$ cat config.mk
export PLATFORM = sky130hd
export DESIGN_NAME = mux_rr_n
export DESIGN_NICKNAME = d
export VERILOG_FILES = /design/src/rtl/mux_rr_n.sv
export SDC_FILE = /design/constraint.sdc
export NUM_CORES = 1
export LEC_CHECK = 0
export BUFFER_PORTS_ARGS = -buffer_cell sky130_fd_sc_hd__buf_2
export CAP_MARGIN = 30
export CORE_ASPECT_RATIO = 1.4
export CORE_MARGIN = 5
export CORE_UTILIZATION = 41
export CTS_BUF_LIST = sky130_fd_sc_hd__clkbuf_16
export CTS_CLUSTER_SIZE = 20
export DETAILED_ROUTE_END_ITERATION = 6
export PLACE_DENSITY = 0.81
export SETUP_SLACK_MARGIN = 0.2
export SKIP_CTS_REPAIR_TIMING = 1
export SYNTH_ARGS = -nofsm -noshare
export SYNTH_HDL_FRONTEND = slang
export SYNTH_SLANG_ARGS = --single-unit
$ cat constraint.sdc
create_clock -name clk -period 3.15 [get_ports clk]
set_input_delay 0.63 -clock clk [delete_from_list [all_inputs] [get_ports clk]]
set_output_delay 0.63 -clock clk [all_outputs]
set_load 0.02 [all_outputs]
$ cat src/rtl/mux_rr_n.sv
// Registered N-input multiplexer with valid/ready handshake.
// It supports fixed-select mode and round-robin arbitration, with one output stage.
module mux_rr_n #(
  parameter int WIDTH = 32,
  parameter int N     = 4,
  localparam int SELW = $clog2(N)
) (
  input  logic                 clk,
  input  logic                 reset,
  input  logic                 mode,
  input  logic [SELW-1:0]      select,
  input  logic [N-1:0]         in_valid,
  input  logic [N*WIDTH-1:0]   in_data,
  output logic [N-1:0]         in_ready,
  output logic                 out_valid,
  output logic [WIDTH-1:0]     out_data,
  output logic [SELW-1:0]      out_sel,
  input  logic                 out_ready
);

  logic             r_out_valid;
  logic [WIDTH-1:0] r_out_data;
  logic [SELW-1:0]  r_out_sel;
  logic [SELW-1:0]  r_ptr;

  logic             w_load;
  logic             w_cand;
  logic             w_xfer;
  logic [SELW-1:0]  w_grant;
  logic [SELW-1:0]  w_ptr_nxt;
  logic [WIDTH-1:0] w_data;

  assign w_load = !r_out_valid || out_ready;
  assign w_xfer = w_cand && w_load && !reset;

  always_comb begin : grant_sel
    int idx;
    idx     = 0;
    w_cand  = 1'b0;
    w_grant = '0;
    if (!mode) begin
      for (int i = 0; i < N; i++) begin
        if (int'(select) == i && in_valid[i]) begin
          w_cand  = 1'b1;
          w_grant = SELW'(i);
        end
      end
    end else begin
      // Scan farthest-first so the channel closest to r_ptr is the last hit and wins.
      for (int k = N - 1; k >= 0; k--) begin
        idx = (int'(r_ptr) + k) % N;
        if (in_valid[idx]) begin
          w_cand  = 1'b1;
          w_grant = SELW'(idx);
        end
      end
    end
  end

  always_comb begin
    w_data   = '0;
    in_ready = '0;
    for (int i = 0; i < N; i++) begin
      if (w_grant == SELW'(i)) begin
        w_data      = in_data[i*WIDTH +: WIDTH];
        in_ready[i] = w_xfer;
      end
    end
  end

  assign w_ptr_nxt = (w_grant == SELW'(N - 1)) ? '0 : w_grant + 1'b1;

  // Output stage: the register holds until the consumer takes it.
  always_ff @(posedge clk) begin
    if (reset) begin
      r_out_valid <= 1'b0;
      r_out_data  <= '0;
      r_out_sel   <= '0;
      r_ptr       <= '0;
    end else if (w_xfer) begin
      r_out_valid <= 1'b1;
      r_out_data  <= w_data;
      r_out_sel   <= w_grant;
      if (mode) r_ptr <= w_ptr_nxt;
    end else if (out_ready) begin
      r_out_valid <= 1'b0;
    end
  end

  assign out_valid = r_out_valid;
  assign out_data  = r_out_data;
  assign out_sel   = r_out_sel;

endmodule

==> impl_results.md <==
* Outcome: finished clean
* Net count after synthesis at 450
* Synth cell types at 31
* # IOs at 177
* Fin crit period at 2.71 ns
* RSZ-0062 raised after global routing: no
* Critical path capture point type: output port
* Ys Warns at 0
* Routed Antenna Nets at 0
* First-pass GRT wire length at around 12000 microns
* Total wire length at 7760 microns
* Worst Hold Path Cells at 2
* Worst setup margin at 0.440 ns
* Hold path endpoint: out_sel[0]
* Total CTS buffers at 5
* Total track usage at 19.1%
* Worst rel slew slack at 57.4%
* Vias per Instance at ~5.4
* Clock insertion delay at the later pin of the skew report at 0.27 ns
* Final TNS setup at 0 ns
* CP Data Required Time at 2.52 ns
* Number of cell rows at 33
* Multi-input logic area at 1570 sq um
* Most common cell after layout, fill and taps aside: buf_2
* R2R setup slack at about 0.60 ns
* Setup violations, final at 0
* H-tree level count at 2
* Height of the chip at 102 microns
* Starting DRT DRC Count at about 110
* Critical Path Start: in_valid[2]
* # fillers at 552
* Hold Path Class: flip-flop to flip-flop
* Clock-pin slew on the worst setup and hold paths at roughly 0.05 ns
* ANT cells at 0
* CP max FO at 6
* RR Startpoint: r_ptr[1]
* Total congestion overflow at 0
* Post-synthesis sequential area ratio at 29.7%
* Buf/Inv on CP at 3
* Vias in the first global route at 2758
* Detail Placement HPWL at 6140 microns
* Arr. time, crit path at 2.08 ns
* Slowest-stage cell, CP: a21oi_1
* Mapped Area at about 2500 sq um
* Clock root buffer: clkbuf_16
* Mean post-synth cell area at approximately 8.1 sq um
* CP top delay family: compound AO/OA/AOI/OAI gates
* Drt pass-1 iters at 4
* CORE AREA at 5900 sq um
* Reg2reg end: out_data[22]
* Routed len/inst at approximately 14 microns
* Antenna violations before repair at 0
* Nets at between 600 and 700
* CP cell instances: buf_2 > nand2b_1 > a21oi_1 > nor3_1 > a21oi_1 > inv_1 > ha_1 > and2_1 > buf_2
* LEAKAGE at between 1.5 and 2 nW
* Pwr dens at 498 nW/um^2
* Worst-Margin Slew at 0.634 ns
* Worst hold slack at roughly 0.47 ns
* Placer congestion estimate at 0.811
* F_max at 369 MHz
* Die area at 7750 sq um
* R2r worst-path depth at 12
* VDD IR-drop max at 0.218 mV
* Period utilization at 86.0%
* Most frequent cells in the layout: 176 x buf_2, 70 x a21oi_1, 37 x dfxtp_1
* Die X at 75.9 microns
* CTS tree: yes
* Via count at 2912
* Largest net degree at the start of global routing at 45
* Crit path largest cell delay at 0.33 ns
* #FFs+latches synth at 37
* Area delta synth->final at 41.3%
* CP startpoint kind: input port
* Port buffer count at 176
* Initial core utilization at 42.2%
* Hold Vio Cnt, Final at 0
* Layout cell share with drive strength beyond 1 at a little under 50%
* CTS Sinks at 37
* Register Area at 741 sq um
* DRC viols at 0
* Worst-case clock buffer depth at 2
* Worst hold path startpoint: out_sel[0]
* Clk_skew at 0.00365 ns
* Max-cap violations at 0
* DP Worst Slack at 0.162 ns
* WS Path Type: input port to output port
* Cells after Synth at 308
* Fin. max-slew vios at 0
state kept, by name, summed over array words and instances (netlist names):
name,count
out_sel,2
r_ptr,2
out_data,32
out_valid,1
worst register-to-register path: stages (launching register included):
cell	delay, ns
dfxtp_1	0.36
nand2b_1	0.17
a21oi_1	0.14
nor3_1	0.08
a21oi_1	0.33
inv_1	0.12
ha_1	0.27
nor2b_4	0.27
buf_12	0.21
a221oi_1	0.09
nor3_1	0.23
a21oi_1	0.08
a21oi_2	0.15
synth_stat cells (all sizes together):
master	number	area, sq um
a21oi	101	622
dfxtp	37	741
nor2b	32	200
nor3	32	160
a221oi	31	272
clkbuf	17	63.8
buf	14	109
nand2	5	18.8
nor2	5	18.8
and2	4	25.0
ha	4	50.1
inv	4	15.0
mux2i	4	40.0
nor3b	3	22.5
a211oi	2	27.5
nand2b	2	12.5
o21ai	2	10.0
a21o	1	7.51
a22oi	1	7.51
clkinv	1	3.75
mux2	1	11.3
mux4	1	22.5
nor4	1	6.26
o21a	1	7.51
o21bai	1	7.51
o221ai	1	8.76
per-layer routing:
layer	wire length, microns	track usage [%]
met1	2790	19.6
met5	0	0
met2	4110	36.1
met3	761	4.82
met4	95	6.19
where the power goes:
part | switching (W) | total [W] | leakage [nW] | internal (W)
Clock | 0.000161 | 0.000443 | 0.0685 | 0.000282
Sequential | 0.0000373 | 0.000587 | 0.310 | 0.000549
Combinational | 0.000418 | 0.000723 | 1.22 | 0.000305
final cells by class:
type / count / area share [%]
well taps: 70 / 2.49
flip-flops and latches: 37 / 21.1
clock inverters: 2 / 0.213
multi-input cells: 235 / 44.6
inverters: 5 / 0.533
clock buffers: 5 / 3.56
repair buffers: 186 / 27.5
stage by stage:
stage | total power (W) | cell area, sq um | util, % | std cells
2_1_floorplan | 0.00108 | 2490 | - | 308
5_1_grt | 0.00187 | 3520 | 59.6 | 540
3_5_place_dp | 0.00132 | 3380 | 57.3 | 533
6_report | 0.00175 | 3520 | 59.6 | 540
3_3_place_gp | 0.00130 | 3380 | 57.3 | 533
4_1_cts | 0.00178 | 3510 | 59.5 | 540
logic make-up (layout without fill, tap and decap cells):
family,after synthesis,in the layout,share of synthesized area [%]
compound gates,141,141,38.9
fa+ha+maj,4,4,2.01
simple gates,84,84,18.6
mux,6,6,2.96
flops,37,37,29.7
buf+inv,36,198,7.69
worst max-delay path by stage:
| stage | to | depth (start not counted) |
|---|---|---|
| after floorplan | in_ready[3] | 7 |
| after global placement | out_data[31] | 13 |
| after detailed placement | out_data[22] | 13 |
| after CTS | out_data[22] | 13 |
| after global routing | in_ready[1] | 8 |
| final | in_ready[1] | 9 |
Note: power is estimated with default switching activity, not from simulation.
